## src/rtl/pc_stack_register_if.sv

```systemverilog
// pc_stack_register_if
//   Command and status bundle for the program-counter / return-stack register.
//   master : drives RegWrite, Op, Input, ResetTo; observes the status outputs.
//   slave  : the register itself; consumes the commands, drives Output,
//            Depth, Empty, Full and Error.
//   Signals:
//     RegWrite  command enable (0 = hold regardless of Op)
//     Op[2:0]   0 HOLD, 1 LOAD, 2 INC, 3 DEC, 4 CALL, 5 RET, 6-7 HOLD
//     Input     load value / call target
//     ResetTo   value taken by Output while reset is asserted
//     Output    current register value
//     Depth     number of valid return-stack entries
//     Empty     Depth == 0
//     Full      Depth == DEPTH
//     Error     sticky overflow/underflow flag
interface pc_stack_register_if #(
  parameter int WIDTH = 16,
  parameter int DEPTH = 4
);
  localparam int DW = $clog2(DEPTH + 1);

  logic             RegWrite;
  logic [2:0]       Op;
  logic [WIDTH-1:0] Input;
  logic [WIDTH-1:0] ResetTo;
  logic [WIDTH-1:0] Output;
  logic [DW-1:0]    Depth;
  logic             Empty;
  logic             Full;
  logic             Error;

  modport master (
    output RegWrite, Op, Input, ResetTo,
    input  Output, Depth, Empty, Full, Error
  );

  modport slave (
    input  RegWrite, Op, Input, ResetTo,
    output Output, Depth, Empty, Full, Error
  );
endinterface

```

## src/rtl/pc_stack_register.sv

```systemverilog
// pc_stack_register
//   Program counter for the accumulator processor. Holds a WIDTH-bit value
//   that can be held, loaded, stepped up/down by STEP, or redirected by
//   CALL/RET through a DEPTH-entry LIFO return-address stack. Calling with
//   a full stack or returning with an empty one leaves the state untouched
//   and sets a sticky Error flag that only reset clears.
//   Ports:
//     CLK    rising-edge clock
//     Reset  synchronous, active-low reset (loads bus.ResetTo, empties stack)
//     bus    pc_stack_register_if.slave command/status bundle
module pc_stack_register #(
  parameter int WIDTH = 16,
  parameter int STEP  = 2,
  parameter int DEPTH = 4
) (
  input  logic                 CLK,
  input  logic                 Reset,
  pc_stack_register_if.slave   bus
);

  localparam int              DW      = $clog2(DEPTH + 1);
  localparam logic [WIDTH-1:0] STEP_W  = WIDTH'(STEP);
  localparam logic [DW-1:0]    DEPTH_W = DW'(DEPTH);

  typedef enum logic [2:0] {
    OP_HOLD = 3'd0,
    OP_LOAD = 3'd1,
    OP_INC  = 3'd2,
    OP_DEC  = 3'd3,
    OP_CALL = 3'd4,
    OP_RET  = 3'd5
  } op_e;

  op_e              op;
  logic [WIDTH-1:0] out_q, out_d;
  logic [DW-1:0]    depth_q, depth_d;
  logic             error_q, error_d;
  logic [WIDTH-1:0] stack_q [DEPTH];
  logic [WIDTH-1:0] stack_d [DEPTH];

  logic             empty, full, push;
  logic [WIDTH-1:0] top, ret_addr;

  assign op = op_e'(bus.Op);

  always_comb begin
    empty    = (depth_q == '0);
    full     = (depth_q == DEPTH_W);
    ret_addr = out_q + STEP_W;

    // Top of stack is entry depth_q-1; searched rather than indexed so the
    // index never leaves the array range when the stack is empty.
    top = '0;
    for (int i = 0; i < DEPTH; i++) begin
      if (depth_q == DW'(i + 1)) top = stack_q[i];
    end

    out_d   = out_q;
    depth_d = depth_q;
    error_d = error_q;
    push    = 1'b0;

    if (bus.RegWrite) begin
      case (op)
        OP_LOAD: out_d = bus.Input;
        OP_INC:  out_d = out_q + STEP_W;
        OP_DEC:  out_d = out_q - STEP_W;
        OP_CALL: begin
          if (full) begin
            error_d = 1'b1;
          end else begin
            push    = 1'b1;
            out_d   = bus.Input;
            depth_d = depth_q + DW'(1);
          end
        end
        OP_RET: begin
          if (empty) begin
            error_d = 1'b1;
          end else begin
            out_d   = top;
            depth_d = depth_q - DW'(1);
          end
        end
        default: ;
      endcase
    end

    // Push writes the slot just above the current top; suppressed under reset.
    for (int i = 0; i < DEPTH; i++) begin
      stack_d[i] = (push && Reset && depth_q == DW'(i)) ? ret_addr : stack_q[i];
    end
  end

  always_ff @(posedge CLK) begin
    if (!Reset) begin
      out_q   <= bus.ResetTo;
      depth_q <= '0;
      error_q <= 1'b0;
    end else begin
      out_q   <= out_d;
      depth_q <= depth_d;
      error_q <= error_d;
    end
  end

  // Stack storage is never cleared; entries above depth_q are unobservable.
  always_ff @(posedge CLK) begin
    stack_q <= stack_d;
  end

  assign bus.Output = out_q;
  assign bus.Depth  = depth_q;
  assign bus.Empty  = empty;
  assign bus.Full   = full;
  assign bus.Error  = error_q;

endmodule

```

## src/flat_wrapper.sv

```systemverilog
// flat-port wrapper written by rule: the top's interface ports become plain ports
module pc_stack_register_flat 
#(
  parameter int WIDTH = 16,
  parameter int STEP  = 2,
  parameter int DEPTH = 4
)
  (CLK, Reset, bus_RegWrite, bus_Op, bus_Input, bus_ResetTo, bus_Output, bus_Depth, bus_Empty, bus_Full, bus_Error);
  pc_stack_register_if #(.WIDTH(WIDTH), .DEPTH(DEPTH)) bus_i ();
  input  logic CLK;
  input  logic Reset;
  input wire logic [$bits(bus_i.RegWrite)-1:0] bus_RegWrite;
  input wire logic [$bits(bus_i.Op)-1:0] bus_Op;
  input wire logic [$bits(bus_i.Input)-1:0] bus_Input;
  input wire logic [$bits(bus_i.ResetTo)-1:0] bus_ResetTo;
  output wire logic [$bits(bus_i.Output)-1:0] bus_Output;
  output wire logic [$bits(bus_i.Depth)-1:0] bus_Depth;
  output wire logic [$bits(bus_i.Empty)-1:0] bus_Empty;
  output wire logic [$bits(bus_i.Full)-1:0] bus_Full;
  output wire logic [$bits(bus_i.Error)-1:0] bus_Error;
  assign bus_i.RegWrite = bus_RegWrite;
  assign bus_i.Op = bus_Op;
  assign bus_i.Input = bus_Input;
  assign bus_i.ResetTo = bus_ResetTo;
  assign bus_Output = bus_i.Output;
  assign bus_Depth = bus_i.Depth;
  assign bus_Empty = bus_i.Empty;
  assign bus_Full = bus_i.Full;
  assign bus_Error = bus_i.Error;
  pc_stack_register #(.WIDTH(WIDTH), .STEP(STEP), .DEPTH(DEPTH)) u_core (.CLK(CLK), .Reset(Reset), .bus(bus_i));
endmodule
```

## config.mk

```make
export PLATFORM = sky130hd
export DESIGN_NAME = pc_stack_register_flat
export DESIGN_NICKNAME = d
export VERILOG_FILES = /design/src/rtl/pc_stack_register_if.sv /design/src/rtl/pc_stack_register.sv /design/src/flat_wrapper.sv
export SDC_FILE = /design/constraint.sdc
export NUM_CORES = 1
export LEC_CHECK = 0
export BUFFER_PORTS_ARGS = -buffer_cell sky130_fd_sc_hd__buf_4
export CORE_MARGIN = 3
export CORE_UTILIZATION = 58
export DETAILED_ROUTE_END_ITERATION = 10
export PLACE_DENSITY = 0.8
export SLEW_MARGIN = 20
export SYNTH_ARGS = -nofsm -noshare
export SYNTH_HDL_FRONTEND = slang
export SYNTH_SLANG_ARGS = --single-unit
```

## constraint.sdc

```tcl
create_clock -name CLK -period 4.14 [get_ports CLK]
set_clock_uncertainty 0.05 [all_clocks]
set_input_delay 0.828 -clock CLK [delete_from_list [all_inputs] [get_ports CLK]]
set_output_delay 0.828 -clock CLK [all_outputs]
set_load 0.02 [all_outputs]
```

After elaboration in Yosys (flattened, before gate mapping)
Index checks and enable logic that the tools add are counted.

Register bits: 84. Latch bits: 0. Memory bits (writable): 0. Memory bits (read-only): 0. Bits of input ports: 38. Output and inout port bits: 22. Word-level logic and storage cells: 56. Memories: 0.

Add/subtract/negate cells: 4. Multipliers: 0. Div/mod/pow operators: 0. $lt $le $gt $ge: 0. Equality and inequality tests: 17. Shifts and indexed selects: 0. Mux-type cells: 18. Bitwise gates (word level): 0. Reduce and logical (&&, ||, !) cells: 10.

Operator list (number): 16-bit two-way mux (8); 16-bit case mux with 5 select lines (1); 16-bit by 2-bit adder with 16-bit output (second input constant) (1); 16-bit by 2-bit subtractor with 16-bit output (second input constant) (1); 3-bit by 2-bit equality test with 1-bit output (second input constant) (4); 4-bit AND reduction (3); 3-bit equality test (second input constant) (3); 2-bit inequality test (second input constant) (4); 3-bit by 1-bit equality test with 1-bit output (second input constant) (2); 3-bit two-way mux (2); 3-bit inequality test (second input constant) (2); 6-bit by 1-bit inequality test with 1-bit output (second input constant) (1); 3-bit case mux with 2 select lines (1); 1-bit logical AND (5); 1-bit two-way mux (5); 3-bit by 1-bit adder with 3-bit output (second input constant) (1); 3-bit zero test (1); 3-bit by 1-bit subtractor with 3-bit output (second input constant) (1); 2-bit by 1-bit inequality test with 1-bit output (second input constant) (1); 1-bit case mux with 2 select lines (1); 2-bit nonzero test (1).

Longest topological paths before layout
Depth in word-level cells: 9. Depth in mapped cells: 10. Gate-level depth less buffers: 8.

Worst setup path before layout
Ideal clock, no wire load.

Path type: input port to flip-flop. Start: in bus_Op[0]. End: reg u_core.stack_q[16] in the netlist's numbering, enable pin. Library setup time: 413 ps. Arrival time: 2614 ps. Required time: 3677 ps. Slack: 1064 ps. Stages on the path: 4. Path buffers: 1. Cells stage by stage: clkbuf_1 -> inv_1 -> nand4_1 -> nor3b_1.

Word-level cells in the longest chain between the ends: 5.

RTL lines: from (decl) (RTL line flat_wrapper.sv:13) `input wire logic [$bits(bus_i.Op)-1:0] bus_Op;`; 3-bit equality test (RTL line pc_stack_register.sv:64) `case (op)`; 1-bit two-way mux (RTL line pc_stack_register.sv:64); 1-bit two-way mux (RTL line pc_stack_register.sv:63) `if (bus.RegWrite) begin`; 1-bit logical AND (2 in a row) (RTL line pc_stack_register.sv:91) `stack_d[i] = (push && Reset && depth_q == DW'(i)) ? ret_addr : stack_q[i];`; to (signal assigned) (RTL line pc_stack_register.sv:109) `stack_q <= stack_d;`; to (decl) (RTL line pc_stack_register.sv:38) `logic [WIDTH-1:0] stack_q [DEPTH];`.

Every way passes these cells. A chain may end at the register's enable or synchronous reset.

Worst setup path after layout
Start: reg u_core.depth_q[2], in the netlist u_core.bus.Depth[2]. End: out bus_Full.

Word-level cells in the longest chain between the ends: 1.

RTL lines: from (decl) (RTL line pc_stack_register.sv:36) `logic [DW-1:0] depth_q, depth_d;`; from (signal assigned) (RTL line pc_stack_register.sv:102) `depth_q <= depth_d;`; 3-bit equality test (RTL line pc_stack_register.sv:48) `full = (depth_q == DEPTH_W);`; to (decl) (RTL line flat_wrapper.sv:19) `output wire logic [$bits(bus_i.Full)-1:0] bus_Full;`.

Every way passes these cells.

==> results.md <==
- # DRC: 0
- Hold buffers post-CTS: 0
- Maxcap violations: 0
- Row cnt: 31
- Area after DPL: approximately 4900 sq um
- Adder-cell share of the synthesized area: 2.284%
- RSZ-0062 raised after global routing: false
- TritonCTS clock tree: yes
- Count of final hold-check violations: 0
- Area grow syn2layout: 15.87%
- Pwr Total: 1.955 mW
- Routability cong.: 0.9535
- Max frequency: 0.2949 GHz
- Layout cells sized above 1: 20.86%
- DRT Pass-1 Iters: 5
- Compound-gate portion of the synthesized area: 16.27%
- CP arrival: 2510 ps
- Worst-Skew Late Latency: 360 ps
- Largest family of logic cells by synthesized area: compound AO/OA/AOI/OAI gates
- Initial antenna violation count: 0
- Sequential-to-total area share from yosys stat: 56.64%
- DIE HEIGHT: 92.93 microns
- Worst-Margin Slew: 1062 ps
- Chip Width: 92.93 microns
- Cell Area, Synth: ~4400 sq um
- Top FF cell, synth: edfxtp_1
- Synth cell types: 56
- Worst setup EP type: primary output
- Simple-Gate Fraction of Synth Area: 15.07%
- Pleak: 1.783 nW
- Post-layout minimum cycle time: 3391 ps
- Final Setup Violations: 0
- Final Non-Filler Cells: 540
- Ys async rst share: 0%
- Peak VDD IR: 0.2122 mV
- Place WS: 920.0 ps
- Antenna diodes: 0
- Cells after DPL: 524
- H-Tree Depth: 3
- Starting Density: about three fifths
- Run status: completed
- Vias/cell: 6.333
- DR WL/cell: 20.40 microns
- Grt total ovfl: 0
- Worst setup SP type: flop
- # resized after CTS: 0
- Post-Route Setup TNS: 0 ps
- # IOs: 60
- Synth Area in XOR/XNOR: 5.196%
- Core area: 7292 sq um
- CTS clk-pin slew, worst paths: 80 ps
- Mapped Avg Cell Area: 11.24 sq um
- Final period utilization: about four fifths
- Worst setup margin: roughly 750 ps
- DP HPWL: 7554 microns
- Final Slew Violations: 0
- Synth Instances: 390
- DIE AREA: 8636 sq um
- Power density cells: ~390 nW/um^2
- Syn_nets: roughly 440
- Flops & latches, synth: between 80 and 90
- DRT iter0 DRCs: 412
- CP Class: flop to primary output
- Largest net degree at the start of global routing: 31
- Vias in the first global route: 3345
- YS warnings: 0
- Hold Path Class: flop to flop
- Postcts setup bufs: 0
- First-pass GRT wire length: ~17000 microns
- # clock sinks: 84
- Post-route ant nets: 0
- Clk root buf: clkbuf_8
- Clock Path Buffers: 2
- WL final: approximately 11000 microns
- Port Buffers: roughly 60
- Final Net Count: 482
- Worst Path Required: 3260 ps
- Post-synth EDFFs: 80
- Tot GR Track Use: between 20% and 30%
- Crit-path max FO: 18
- Total CTS buffers: 9
- Portion of netlist area occupied by mux cells: less than 1%
- Post-layout instance area: approximately 5100 sq um
- Slew HR: 28.96%
- Via count: 3420
-- per-layer routing --
metal  vias up  track usage, %  part of all wire, %  routed length (microns)
met3        28           3.818                  6.6                      731
met5         -               0                    0                        0
met2       151           42.95                   50                     5483
li1       1561               -                    -                        -
met1      1680           35.71                   41                     4520
met4         0           11.11                  2.5                      278
-- registers in the layout, indices dropped and copies added, names as in the netlist --
| register | cells |
|---|---|
| u_core.bus.Output | 16 |
| u_core.bus.Error | 1 |
| u_core.stack_q | 64 |
| u_core.bus.Depth | 3 |
-- cells in the mapped netlist, types with 7 or more instances --
cell       n  area [sq um]
nand3_1    7         35.03
o211ai_1   8         60.06
nand2_1   44         165.2
inv_1     12         45.04
a221o_1    8         80.08
xor2_1    17         148.9
a221oi_1  13         113.9
ha_1       8         100.1
o21ai_0   22         110.1
a31oi_1   11         68.82
buf_2      7         35.03
edfxtp_1  80          2402
a21oi_1   13         65.06
clkbuf_1  17         63.81
xnor2_1    9         78.83
nor2_1    35         131.4
-- final timing paths --
check | depth (start not counted) | startpoint | to | slack [ps]
setup / recovery | 3 | u_core.bus.Depth[2]$_SDFFE_PN0P_ | bus_Full | 750
hold / removal | 2 | u_core.bus.Error$_SDFFE_PN0P_ | u_core.bus.Error$_SDFFE_PN0P_ | 500
setup reg to reg | 7 | u_core.bus.Depth[2]$_SDFFE_PN0P_ | u_core.bus.Output[13]$_DFFE_PP_ | 870
hold reg to reg | 2 | u_core.bus.Error$_SDFFE_PN0P_ | u_core.bus.Error$_SDFFE_PN0P_ | 500
-- layout make-up --
type,instances,area [sq um]
clock buffer,12,145.1
clock inverter,4,75.07
fill,549,2213
inverter,12,45.04
multi-input combinational,265,1727
sequential,84,2482
tap,99,123.9
timing repair buffer,64,480.5
-- cell usage in the layout, fill, tap and decap left out, drive strengths merged, types with 12 or more instances in the layout --
cell type	n
a21oi	13
xor2	17
buf	64
edfxtp	80
nor2	36
o21ai	22
a221oi	13
inv	12
clkbuf	12
nand2	44
-- power by group --
group,internal [mW],switching [mW],total [mW],leakage [nW]
combinational,0.115,0.170,0.285,0.914
sequential,0.971,0.0438,1.02,0.766
clock,0.357,0.298,0.655,0.103
total,1.44,0.512,1.96,1.78
-- logic make-up after synthesis --
kind of cell	Yosys count
AND/OR/NAND/NOR	129
adder cells (fa/ha/maj)	8
multiplexers	1
flip-flops	84
XOR/XNOR	26
buffers and inverters	41
AO/OA/AOI/OAI	101
-- through the flow --
stage / util, % / hold slack, ps
global placement: 66.63 / 420.4
CTS: 69.65 / 494.8
detailed placement: 66.63 / 459.0
global route: 69.65 / 505.4
floorplan: - / 432.8
finish: 69.65 / 496.8
-- critical path, cell delays in order, from the launching register on --
cell and delay, ps:
dfxtp_1 770, nand2_1 570, inv_1 580, buf_4 240
Power figures use the tool's default switching activity.
